File: config.mk
export PLATFORM = sky130hd
export DESIGN_NAME = exec_writeback
export DESIGN_NICKNAME = d
export VERILOG_FILES = /design/src/rtl/exec_writeback.sv
export SDC_FILE = /design/constraint.sdc
export NUM_CORES = 1
export LEC_CHECK = 0
export CAP_MARGIN = 20
export CORE_ASPECT_RATIO = 0.7
export CORE_MARGIN = 2
export CORE_UTILIZATION = 25
export DETAILED_ROUTE_END_ITERATION = 7
export MAX_ROUTING_LAYER = met4
export PLACE_DENSITY = 0.42
export SLEW_MARGIN = 20
export SYNTH_ARGS = -nofsm -noshare
export SYNTH_HDL_FRONTEND = slang
export SYNTH_SLANG_ARGS = --single-unit
File: constraint.sdc
create_clock -name clk -period 8.65 [get_ports clk]
set_input_delay 2.1625 -clock clk [delete_from_list [all_inputs] [get_ports clk]]
set_output_delay 2.1625 -clock clk [all_outputs]
set_load 0.1 [all_outputs]
File: src/rtl/exec_writeback.sv
// Execute/writeback unit: 32-bit add or sequential 4-step Vedic 16x16 multiply, one register-file write port.
// Optional build macro EXWB_SAT_ADD_EN: add saturates to all-ones on carry-out instead of wrapping.
module exec_writeback #(
   parameter int W    = 32,
   parameter int NREG = 9
) (
   input  logic         clk,
   input  logic         rst,
   input  logic         issue,
   input  logic [W-1:0] data_a,
   input  logic [W-1:0] data_b,
   input  logic [2:0]   func,
   input  logic [4:0]   store,
   output logic         busy,
   output logic         wr_en,
   output logic [4:0]   wr_addr,
   output logic [W-1:0] wr_data,
   output logic         done,
   output logic         err
);

   typedef enum logic [1:0] {S_IDLE, S_ADD, S_MUL, S_WB} state_t;

   localparam logic [2:0] FUNC_ADD = 3'd1;
   localparam logic [2:0] FUNC_MPY = 3'd2;
   localparam logic [4:0] MAX_ADDR = 5'(NREG);

   state_t         state_q, state_d;
   logic [W-1:0]   a_q, a_d, b_q, b_d;
   logic [4:0]     store_q, store_d;
   logic [W-1:0]   acc_q, acc_d;
   logic [1:0]     idx_q, idx_d;
   logic           busy_q, busy_d;
   logic           wr_en_q, wr_en_d;
   logic           done_q, done_d;
   logic           err_q, err_d;
   logic [4:0]     wr_addr_q, wr_addr_d;
   logic [W-1:0]   wr_data_q, wr_data_d;
   logic           store_ok;

   function automatic logic [W-1:0] add_op(input logic [W-1:0] x, input logic [W-1:0] y);
`ifdef EXWB_SAT_ADD_EN
      logic [W:0] s;
      s = {1'b0, x} + {1'b0, y};
      return s[W] ? '1 : s[W-1:0];
`else
      return x + y;
`endif
   endfunction

   // Partial products in order LL, LH, HL, HH with weights 2^0, 2^8, 2^8, 2^16.
   function automatic logic [W-1:0] vedic_pp(input logic [1:0] idx, input logic [15:0] a,
                                             input logic [15:0] b);
      logic [15:0]  p;
      logic [W-1:0] pw;
      case (idx)
         2'd0:    p = a[7:0]  * b[7:0];
         2'd1:    p = a[7:0]  * b[15:8];
         2'd2:    p = a[15:8] * b[7:0];
         default: p = a[15:8] * b[15:8];
      endcase
      pw = {{(W-16){1'b0}}, p};
      case (idx)
         2'd0:    return pw;
         2'd3:    return pw << 16;
         default: return pw << 8;
      endcase
   endfunction

   assign store_ok = (store_q != 5'd0) && (store_q <= MAX_ADDR);

   always_ff @(posedge clk or posedge rst) begin
      if (rst) state_q <= S_IDLE;
      else     state_q <= state_d;
   end

   always_comb begin
      state_d = state_q;
      case (state_q)
         S_IDLE: if (issue) begin
            if (func == FUNC_ADD)      state_d = S_ADD;
            else if (func == FUNC_MPY) state_d = S_MUL;
         end
         S_ADD:   state_d = S_WB;
         S_MUL:   if (idx_q == 2'd3) state_d = S_WB;
         default: state_d = S_IDLE;
      endcase
   end

   always_comb begin
      busy_d    = (state_d != S_IDLE);
      done_d    = (state_q == S_WB);
      wr_en_d   = (state_q == S_WB) && store_ok;
      err_d     = ((state_q == S_IDLE) && issue && (func > FUNC_MPY)) ||
                  ((state_q == S_WB) && !store_ok);
      wr_addr_d = (state_q == S_WB) ? store_q : wr_addr_q;
      wr_data_d = (state_q == S_WB) ? acc_q : wr_data_q;
   end

   always_comb begin
      a_d     = a_q;
      b_d     = b_q;
      store_d = store_q;
      acc_d   = acc_q;
      idx_d   = idx_q;
      case (state_q)
         S_IDLE: if (issue) begin
            a_d     = data_a;
            b_d     = data_b;
            store_d = store;
            if (func == FUNC_MPY) begin
               acc_d = '0;
               idx_d = 2'd0;
            end
         end
         S_ADD: acc_d = add_op(a_q, b_q);
         S_MUL: begin
            acc_d = acc_q + vedic_pp(idx_q, a_q[15:0], b_q[15:0]);
            idx_d = idx_q + 2'd1;
         end
         default: ;
      endcase
   end

   // Operand latches carry no reset; they are always reloaded before use.
   always_ff @(posedge clk) begin
      a_q     <= a_d;
      b_q     <= b_d;
      store_q <= store_d;
   end

   always_ff @(posedge clk or posedge rst) begin
      if (rst) begin
         acc_q     <= '0;
         idx_q     <= 2'd0;
         busy_q    <= 1'b0;
         wr_en_q   <= 1'b0;
         done_q    <= 1'b0;
         err_q     <= 1'b0;
         wr_addr_q <= 5'd0;
         wr_data_q <= '0;
      end else begin
         acc_q     <= acc_d;
         idx_q     <= idx_d;
         busy_q    <= busy_d;
         wr_en_q   <= wr_en_d;
         done_q    <= done_d;
         err_q     <= err_d;
         wr_addr_q <= wr_addr_d;
         wr_data_q <= wr_data_d;
      end
   end

   assign busy    = busy_q;
   assign wr_en   = wr_en_q;
   assign done    = done_q;
   assign err     = err_q;
   assign wr_addr = wr_addr_q;
   assign wr_data = wr_data_q;

endmodule

# [Word level (Yosys, flattened, before mapping)]
# Index checks and enable logic that the tools add are counted.
[totals] output_inout_bits=41 regBits=146 input_bits=75
[op_classes] n_lt_le_gt_ge=2 n_reduce_logical=16 n_mux=14 mul=4 n_eq_ne=10 add_sub_neg=3
[ops] operator="$mux 32" n=3
[ops] operator="$pmux 32 s3" n=1
[ops] operator="$add 32x32->32" n=2
[ops] operator="$mul 8x8->16" n=4
[ops] operator="$pmux 32 s2" n=1
[ops] operator="$pmux 16 s3" n=1
[ops] operator="$mux 2" n=6
[ops] operator="$eq 2x2->1 const B" n=4
[ops] operator="$pmux 2 s3" n=1
[ops] operator="$reduce_and 3->1" n=2
[ops] operator="$le 5x4->1 const B" n=1
[ops] operator="$logic_and 1x1->1" n=5
[ops] operator="$reduce_bool 5->1" n=1
[ops] operator="$eq 2x1->1 const B" n=2
[ops] operator="$logic_not 2->1" n=2
[ops] operator="$pmux 2 s2" n=1
[ops] operator="$reduce_bool 2->1" n=2
[ops] operator="$eq 3x1->1 const B" n=1
[ops] operator="$eq 3x2->1 const B" n=1
[ops] operator="$gt 3x2->1 const B" n=1
[ops] operator="$reduce_bool 3->1" n=1
[ops] operator="$add 2x1->2 const B" n=1
[ops] operator="$ne 2x1->1 const B" n=1
[ops] operator="$ne 2x2->1 const B" n=1
[ops] operator="3 further kinds" n=3

# [Depth between registers and ports, before layout]
# Gate-level depths: netlist of run 1.
[logic_depth] depth_word=6 ltp_mapped=32 mapped_depth_nobuf=31

# [Worst setup path after synthesis of run 1]
# OpenSTA, ideal clock, no wires.
[synth_path] path_type="flip-flop to flip-flop" from="register a_q[13]" to="register acc_q[30]" t_arrival_ns=6.830 path_slack_ns=1.679 stages_incl_launch_ff=31 t_required_ns=8.510 setup_time_ns=0.140 cell_sequence="edfxtp_1 > clkbuf_1 > nand2_1 > fa_1 > fa_1 > inv_1 > fa_1 > inv_1 > fa_1 > inv_1 > ha_1 > inv_1 > o21bai_1 > a2111o_1 > a41oi_2 > xnor2_1 > a221o_1 > a21oi_2 > a21oi_1 > a22o_1 > ha_1 > a21oi_1 > o211ai_1 > a22oi_1 > a21oi_1 > o211ai_1 > a31oi_1 > a21o_1 > a221oi_1 > xor2_1 > o221ai_1"
[synth_between] elab_chain_len=6
[synth_lines] item="from (decl)" line_no="29" text="logic [W-1:0] a_q, a_d, b_q, b_d;"
[synth_lines] item="from (signal assigned)" line_no="127" text="a_q <= a_d;"
[synth_lines] item="$mul 8x8->16, on equally long branches" line_no="60, 59"
[synth_lines] item="$pmux 16 s3" line_no="56" text="case (idx)"
[synth_lines] item="$pmux 32 s2" line_no="63" text="case (idx)"
[synth_lines] item="$mux 32" line_no="106" text="case (state_q)"
[synth_lines] item="$add 32x32->32" line_no="118" text="acc_d = acc_q + vedic_pp(idx_q, a_q[15:0], b_q[15:0]);"
[synth_lines] item="$pmux 32 s3 (*)" line_no="106"
[synth_lines] item="to (signal assigned)" line_no="134" text="acc_q <= '0;"
[synth_lines] item="to (signal assigned)" line_no="143" text="acc_q <= acc_d;"
[synth_lines] item="to (decl)" line_no="31" text="logic [W-1:0] acc_q, acc_d;"
# Every way passes the cells marked *; elsewhere a longest branch is shown, timed or not. The select of a mux whose other input is x is not followed.
# A chain may end at the register's enable or synchronous reset.

# [Final worst setup path of run 1]
[layout_path] from="register b_q[2]" to="register acc_q[30]"
[layout_between] elab_chain_len=6
[layout_lines] item="from (decl)" line_no="29"
[layout_lines] item="from (signal assigned)" line_no="128" text="b_q <= b_d;"
[layout_lines] item="$mul 8x8->16, on equally long branches" line_no="59, 57"
[layout_lines] item="$pmux 16 s3" line_no="56"
[layout_lines] item="$pmux 32 s2" line_no="63"
[layout_lines] item="$mux 32" line_no="106"
[layout_lines] item="$add 32x32->32" line_no="118"
[layout_lines] item="$pmux 32 s3 (*)" line_no="106"
# Marks and branches as above.

==> results of run 1 <==
## layout by cell type, fill, tap and decap left out, types with 5 or more instances in the layout
| cell type | n |
|---|---|
| nor3_1 | 17 |
| and3_1 | 7 |
| xor2_1 | 40 |
| nand2_1 | 157 |
| clkbuf_16 | 17 |
| o211ai_1 | 10 |
| mux2i_1 | 9 |
| and2_1 | 187 |
| nand3_1 | 26 |
| xnor2_1 | 60 |
| a21o_1 | 32 |
| a22oi_1 | 22 |
| nand4_1 | 5 |
| a21oi_1 | 88 |
| inv_1 | 229 |
| ha_1 | 215 |
| edfxtp_1 | 69 |
| o22ai_1 | 5 |
| dfrtp_1 | 77 |
| nor2b_1 | 13 |
| o21ai_1 | 19 |
| o21ai_0 | 51 |
| fa_1 | 146 |
| a31oi_1 | 8 |
| a22o_1 | 13 |
| a21oi_2 | 5 |
| nand2b_1 | 14 |
| buf_4 | 25 |
| a222oi_1 | 10 |
| o21a_1 | 5 |
| mux2_2 | 37 |
| o21bai_1 | 11 |
| nor2_1 | 63 |
| a211oi_1 | 6 |
| clkdlybuf4s50_1 | 115 |
## stage by stage
stage	hold slack [ns]	cells	setup slack (ns)	instance area (sq um)	util, %
CTS	0.504	2791	0.496	19800	29.6
detailed placement	0.491	2759	0.577	19200	28.7
global placement	0.488	2759	0.660	19200	28.7
finish	0.490	2800	0.458	19800	29.7
global route	0.517	2796	0.0279	19800	29.6
floorplan	0.429	1796	1.68	17000	-
## worst register-to-register path, delay by kind of cell (launching register included)
family | cells | cell delay, ns
buffers and inverters | 4 | 0.23
AOI/OAI and AO/OA | 14 | 3.51
and+or+nand+nor | 3 | 0.52
xor gates and xnor gates | 2 | 0.26
DFF | 1 | 0.84
adders and majority gates | 6 | 2.75
## sequential cells by signal (all words and copies together) (netlist names), 2 cells and up
signal	cells
a_q	32
state_q	2
idx_q	2
wr_data	32
store_q	5
b_q	32
acc_q	32
wr_addr	5
## cell type report
cell class	count	area (sq um)	area share [%]
multi-input combinational	1354	11900	60.0
sequential	146	4000	20.1
timing repair buffer	141	1350	6.80
tap	891	1110	5.62
inverter	232	873	4.40
clock buffer	18	429	2.16
clock inverter	14	161	0.813
antenna	4	10.0	0.0504
## metal layers
layer	share of wire (%)	vias up	track usage [%]	routed length [um]
met4	0.69	0	2.87	369
li1	-	6274	-	-
met5	0	-	-	0
met3	5.1	14	2.48	2690
met1	54	6492	25.0	28900
met2	40	272	21.7	21200
## cell families after synthesis
kind of cell / Yosys count
AND/OR/NAND/NOR: 507
adder cells (fa/ha/maj): 362
AO/OA/AOI/OAI: 339
buffers and inverters: 296
flip-flops: 146
XOR/XNOR: 100
multiplexers: 46
## path summary, 6_finish.rpt
| path | startpoint | endpoint | slack [ns] |
|---|---|---|---|
| setup / recovery | b_q[2] | acc_q[30] | 0.46 |
| hold / removal | store_q[4] | wr_en | 0.49 |
| setup reg to reg | b_q[2] | acc_q[30] | 0.46 |
| hold reg to reg | store_q[4] | wr_en | 0.49 |
| max in group asynchronous | rst | wr_data[17] | 5.53 |
| min in group asynchronous | rst | wr_addr[4] | 1.96 |
==> out/metrics.cfg, run 1 <==
[timing]
hold_viol = 0
skew_ns = 0.0257
setup_viol_count_final = 0
drv_slew = 0
finalSetupTns_ns = 0
timing.fmax_mhz = 122
period_share_pct = 94.7
rsz0062_at_grt = false
worst_slew_pin_slew_ns = 1.02
slew_headroom_pct = 31.8
period_minus_slack_ns = 8.19

[route]
postRouteAntennaNets = 0
wire_per_inst_um = 19.0
drc_errors = 0
vias = 13100
firstDrtPassIters = 5
drtIter0Drc = 900
viasPerCell = 4.66
drt_wl_total_um = 53200

[outcome]
outcome = completed

[worst_setup_path]
cp_slowest_cell = edfxtp_1
crit_type = flip-flop to flip-flop
path_depth = 29
cp_num_buf_inv = 4
cp_slowest_stage_delay_ns = 0.84
critPathLaunchType = flip-flop
crit_arrival_ns = 8.56
critPathMaxFanout = 16
critPathTopFamily = compound AO/OA/AOI/OAI gates
crit_required_ns = 9.02
worst_setup_path_end_kind = flip-flop
worstRegToRegCells = 29

[grt]
antenna_found_initial = 3
gr-usage-all-layers_pct = 16.1
grt_pass1_wl_um = 83400
grt_pass1_vias = 13500
grt_overflow = 0
grt_max_degree = 70

[place]
dpl.hpwl_um = 42200
portBuffers = 115
gp_congestion = 0.938

[die]
core_sq_mm = 0.0669
initial_utilization_pct = 25.4
die_area_sq_mm = 0.0702
io_pins = 116
die_width_um = 316
std_cell_rows = 79
fp.dieH_um = 222

[logic_synthesis]
ys_seq_elements = 146
synth-seq-area-share_pct = 23.5
ys.flop_type = dfrtp_1
yosys.area_share.simple_pct = 15.2
avgSynthCellArea_sq_um = 9.48
synth_common_cells = 231 x inv_1, 216 x ha_1, 187 x and2_1, 157 x nand2_1, 146 x fa_1
synth_nets = 2233
synth_edf_count = 69
synthXorXnorAreaFrac_pct = 5.15
ys_async_sr_fraction_pct = 52.7
synth-compound-area-share_pct = 13.6
synth_area_sq_mm = 0.0170
yosysTopAreaCellShare_pct = 17.2
ys_warn_count = 0
ys_types = 72
yosysMostFrequentCell = inv_1
synth_fa_ha_area_share_pct = 33.0
synth_area_leaders = fa_1 17%, ha_1 16%, edfxtp_1 12%
synthMuxAreaShare_pct = 2.98
synthCells = 1796
synth_top_family_by_area = adder cells
yosys.area.top_type = fa_1

[layout]
drive_above_1_share_pct = 5.83
fillCellCount = 6923
fin_nets = 2329
syn2layout_area_growth_pct = 16.6

[clock_network]
clk_latency_ns = 0.48
cts-root-buf = clkbuf_16
cts_hold_buf = 0
cts_buffer_depth = 2
post_cts_buffers = 0
cts_buffers = 17
post_cts_resized = 0
cts_max_level = 4
cts.sinks = 146
cts.clk_slew.worst_paths_ns = 0.07
cts_tree = built

[run]
max_cap_violations = 0

[worst_hold_path]
hold_depth = 1
hold_path.class = flip-flop to flip-flop

Power of run 1 is not shown: default switching activity piles up to over one toggle a cycle in this logic, so the estimate is an artifact.
==> run 2, diff against run 1 <==
--- a/config.mk
+++ b/config.mk
@@ -12,6 +12,7 @@
 export DETAILED_ROUTE_END_ITERATION = 7
 export MAX_ROUTING_LAYER = met4
 export PLACE_DENSITY = 0.42
+export SETUP_SLACK_MARGIN = 0.2
 export SLEW_MARGIN = 20
 export SYNTH_ARGS = -nofsm -noshare
 export SYNTH_HDL_FRONTEND = slang
==> run 2 against run 1 <==
Net effect:
- core utilization increased by 0.32 points
- final cell count increased by 0.86%
- first-iteration DRC count rose by 1.8%
==> out/metrics.cfg, run 2 (synthesis results as in run 1) <==
[outcome]
outcome = completed

[worst_setup_path]
worst_setup_path_end_kind = flip-flop
reg2reg_from = a_q[8]
critPathLaunchType = flip-flop
cp-startpoint = a_q[8]
worstRegToRegCells = 29
critPathMaxFanout = 10
timing.rr.end = acc_q[30]
crit_required_ns = 9.02
regToRegSetupSlack_ns = 0.59
crit_arrival_ns = 8.43
cp_slowest_cell = edfxtp_1
crit_type = flip-flop to flip-flop
cp_slowest_stage_delay_ns = 0.86

[layout]
fin_nets = 2352
mostFrequentLayoutCell = inv_1
drive_above_1_share_pct = 6.95
multi_input_comb_area_sq_mm = 0.0119
final_cell_mix = 229 x inv_1, 215 x ha_1, 187 x and2_1, 157 x nand2_1, 146 x fa_1
utilization_pct = 30.0
syn2layout_area_growth_pct = 17.9
seq_area_sq_mm = 0.00400
final_area_sq_mm = 0.0201
fillCellCount = 6908

[place]
gp_congestion = 0.938
placed_area_sq_mm = 0.0192
portBuffers = 115
dpl.hpwl_um = 42200

[timing]
hold_viol = 0
skew_ns = 0.0261
period_share_pct = 93.1
drv_slew = 0
period_minus_slack_ns = 8.06
finalSetupTns_ns = 0
setup_viol_count_final = 0
rsz0062_at_grt = false
timing.fmax_mhz = 124
slew_headroom_pct = 31.8
worst_slew_pin_slew_ns = 1.02

[route]
met3_length_um = 2600
wl_met2_um = 21100
wl_met1_um = 29200
viasPerCell = 4.66
drtIter0Drc = 916
postRouteAntennaNets = 0
drt_wl_total_um = 53300
vias = 13200
top_layer = met4
firstDrtPassIters = 5
wire_per_inst_um = 18.9
drc_errors = 0

[grt]
grt_pass1_wl_um = 83400
grt_pass1_vias = 13500
grt_overflow = 0
antenna_found_initial = 2
grt_max_degree = 70
gr-usage-all-layers_pct = 16.1

[clock_network]
cts_max_level = 4
cts-root-buf = clkbuf_16
cts_buffers = 17
cts_tree = built
cts_buffer_depth = 2
cts.sinks = 146
clk_latency_ns = 0.48
cts.clk_slew.worst_paths_ns = 0.07

[die]
die_area_sq_mm = 0.0702
die_width_um = 316
core_sq_mm = 0.0669
io_pins = 116
initial_utilization_pct = 25.4
std_cell_rows = 79
fp.dieH_um = 222

[worst_hold_path]
min_from = store_q[4]
hold_path.class = flip-flop to flip-flop
hold_depth = 1
min_to = wr_en

[run]
max_cap_violations = 0

## run 2: cell count changes in the layout (fill, tap and decap cells not counted)
cell,previous run,this run
a2111oi_1,1,2
diode_2,4,5
buf_12,0,3
a2111oi_0,3,2
buf_4,25,45
## run 2: what timing repair did
action / in CTS / in global routing
endpoints found under the setup margin: 0 / 6
endpoints found under the hold margin: 0 / 0
gates resized for setup: 0 / 1
hold buffers: 0 / 0
setup buffers: 0 / 28
## run 2: cell type report
| class | count | share of cell area, % |
|---|---|---|
| multi-input combinational | 1354 | 59.4 |
| sequential | 146 | 19.9 |
| timing repair buffer | 164 | 7.78 |
| tap | 891 | 5.56 |
| inverter | 232 | 4.35 |
| clock buffer | 18 | 2.14 |
| clock inverter | 14 | 0.804 |
| antenna | 5 | 0.0624 |
## run 2: worst max path at each step
| stage | end | depth (start not counted) |
|---|---|---|
| after floorplan | acc_q[30] | 30 |
| after global placement | acc_q[30] | 29 |
| after detailed placement | acc_q[30] | 29 |
| after CTS | acc_q[30] | 29 |
| after global routing | acc_q[30] | 30 |
| final | acc_q[30] | 29 |
## run 2: critical path, delay by kind of cell (launching register included)
kind                       cells  cell delay [ns]
DFF                            1             0.86
AOI/OAI and AO/OA             14             3.48
and+or+nand+nor                3             0.48
buffers and inverters          4             0.22
xor gates and xnor gates       2             0.26
adders and majority gates      6             2.63
## run 2: metrics by stage
step / worst slack [ns] / cells / hold slack, ns
floorplan: 1.68 / 1796 / 0.429
global placement: 0.660 / 2759 / 0.488
detailed placement: 0.577 / 2759 / 0.491
CTS: 0.496 / 2791 / 0.504
global route: 0.196 / 2819 / 0.517
finish: 0.594 / 2824 / 0.490
## run 2: routing by layer
metal | up-vias | GRT usage (%)
li1 | 6325 | -
met1 | 6558 | 25.0
met2 | 260 | 21.7
met3 | 15 | 2.48
met4 | 0 | 2.87
met5 | - | -
Power of run 2 is left out for the same reason.
==> run 3, diff against run 2 <==
--- a/config.mk
+++ b/config.mk
@@ -11,7 +11,7 @@
 export CORE_UTILIZATION = 25
 export DETAILED_ROUTE_END_ITERATION = 7
 export MAX_ROUTING_LAYER = met4
-export PLACE_DENSITY = 0.42
+export PLACE_DENSITY = 0.41
 export SETUP_SLACK_MARGIN = 0.2
 export SLEW_MARGIN = 20
 export SYNTH_ARGS = -nofsm -noshare
==> run 3 against run 2 <==
Net effect:
- sequential cell count did not move
- critical endpoint unchanged
- first-iteration DRC count down 7.1%
- via count grew 0.33%
- critical path type unchanged
- count of clock-buffer cells in the layout up 4
==> out/metrics.cfg, run 3 (synthesis results as in run 1) <==
[route]
wire_per_inst_um = 19.1
postRouteAntennaNets = 0
drt_wl_total_um = 53900
drc_errors = 0
drtIter0Drc = 851
vias = 13200
viasPerCell = 4.67
firstDrtPassIters = 6

[clock_network]
cts-root-buf = clkbuf_16
cts.sinks = 146
cts_buffers = 17
cts.clk_slew.worst_paths_ns = 0.07
cts_buffer_depth = 2
cts_tree = built
clk_latency_ns = 0.48
cts_max_level = 4

[worst_setup_path]
cp_common_cell = fa_1
cp_slowest_cell = edfxtp_1
critPathMaxFanout = 16
cp_slowest_stage_delay_ns = 0.70
worst_setup_path_end_kind = flip-flop
crit_required_ns = 9.02
crit_type = flip-flop to flip-flop
critPathLaunchType = flip-flop
crit_arrival_ns = 8.43

[timing]
hold_viol = 0
period_share_pct = 93.1
worst_slew_pin_slew_ns = 1.01
rsz0062_at_grt = false
period_minus_slack_ns = 8.06
skew_ns = 0.0358
finalSetupTns_ns = 0
whs_ns = 0.498
setup_viol_count_final = 0
drv_slew = 0
slew_headroom_pct = 32.7
timing.fmax_mhz = 124

[grt]
grt_max_degree = 70
antenna_found_initial = 1
gr-usage-all-layers_pct = 16.3
grt_pass1_vias = 13500
grt_pass1_wl_um = 83900
grt_overflow = 0

[die]
die_area_sq_mm = 0.0702
std_cell_rows = 79
fp.dieH_um = 222
initial_utilization_pct = 25.4
core_sq_mm = 0.0669
io_pins = 116
die_width_um = 316

[place]
portBuffers = 115
dpl.hpwl_um = 42600
gp_congestion = 0.945
placed_area_sq_mm = 0.0192

[run]
max_cap_violations = 0

[worst_hold_path]
hold_path.class = flip-flop to flip-flop

[layout]
fillCellCount = 6941
fin_nets = 2359
final_cell_mix = 229 x inv_1, 215 x ha_1, 187 x and2_1, 157 x nand2_1, 146 x fa_1
syn2layout_area_growth_pct = 18.6
mostFrequentLayoutCell = inv_1
final_area_sq_mm = 0.0202
drive_above_1_share_pct = 7.44

[outcome]
outcome = completed

run 3: cell types whose count changed in the layout (fill, tap and decap cells not counted), sizes merged:
cell / previous run / this run
diode: 5 / 1
bufinv: 3 / 4
buf: 49 / 56
inv: 233 / 234
clkbuf: 18 / 22
clkinvlp: 2 / 1
clkinv: 8 / 3
run 3: cell type report:
cell class / count / area [sq um] / share of cell area, %
clock inverters: 10 / 169 / 0.836
multi-input cells: 1354 / 11900 / 59.0
inverters: 232 / 873 / 4.32
diodes: 1 / 2.50 / 0.0124
flip-flops and latches: 146 / 4000 / 19.8
clock buffers: 22 / 485 / 2.40
well taps: 891 / 1110 / 5.52
repair buffers: 171 / 1630 / 8.07
run 3: path summary, 6_finish.rpt:
path	start	endpoint	slack [ns]	cells after the start
worst max-delay path	a_q[11]	acc_q[30]	0.59	28
max in group asynchronous	rst	wr_data[19]	5.55	3
worst min register to register	store_q[4]	wr_en	0.50	1
min in group asynchronous	rst	wr_addr[4]	1.99	2
worst max register to register	a_q[11]	acc_q[30]	0.59	28
worst min-delay path	store_q[4]	wr_en	0.50	1
run 3: repair_timing:
action,in CTS,in global routing
setup buffers,0,31
resized for setup,0,2
hold buffers,0,0
setup endpoints to repair,0,10
run 3: worst max-delay path: cells and delay by family, from the launching register on:
kind                     cells  cell delay, ns
flip-flops                   1            0.70
adder cells (fa/ha/maj)      6            2.62
XOR/XNOR                     2            0.24
buffers and inverters        2            0.11
AND/OR/NAND/NOR              3            0.61
AO/OA/AOI/OAI               15            3.64
run 3: layer usage:
layer | share of wire (%) | GRT usage (%) | up-vias
li1 | - | - | 6345
met1 | 54 | 24.9 | 6574
met2 | 40 | 22.0 | 263
met3 | 5.3 | 3.38 | 20
met4 | 0.70 | 2.46 | 0
met5 | 0 | - | -
run 3: metrics by stage:
stage,setup WS [ns],instances,utilization (%)
after floorplan,1.68,1796,-
after global placement,0.660,2762,28.7
after detailed placement,0.449,2762,28.7
after CTS,0.390,2794,29.7
after global routing,0.231,2826,30.2
final,0.594,2827,30.2
Power of run 3 is left out for the same reason.
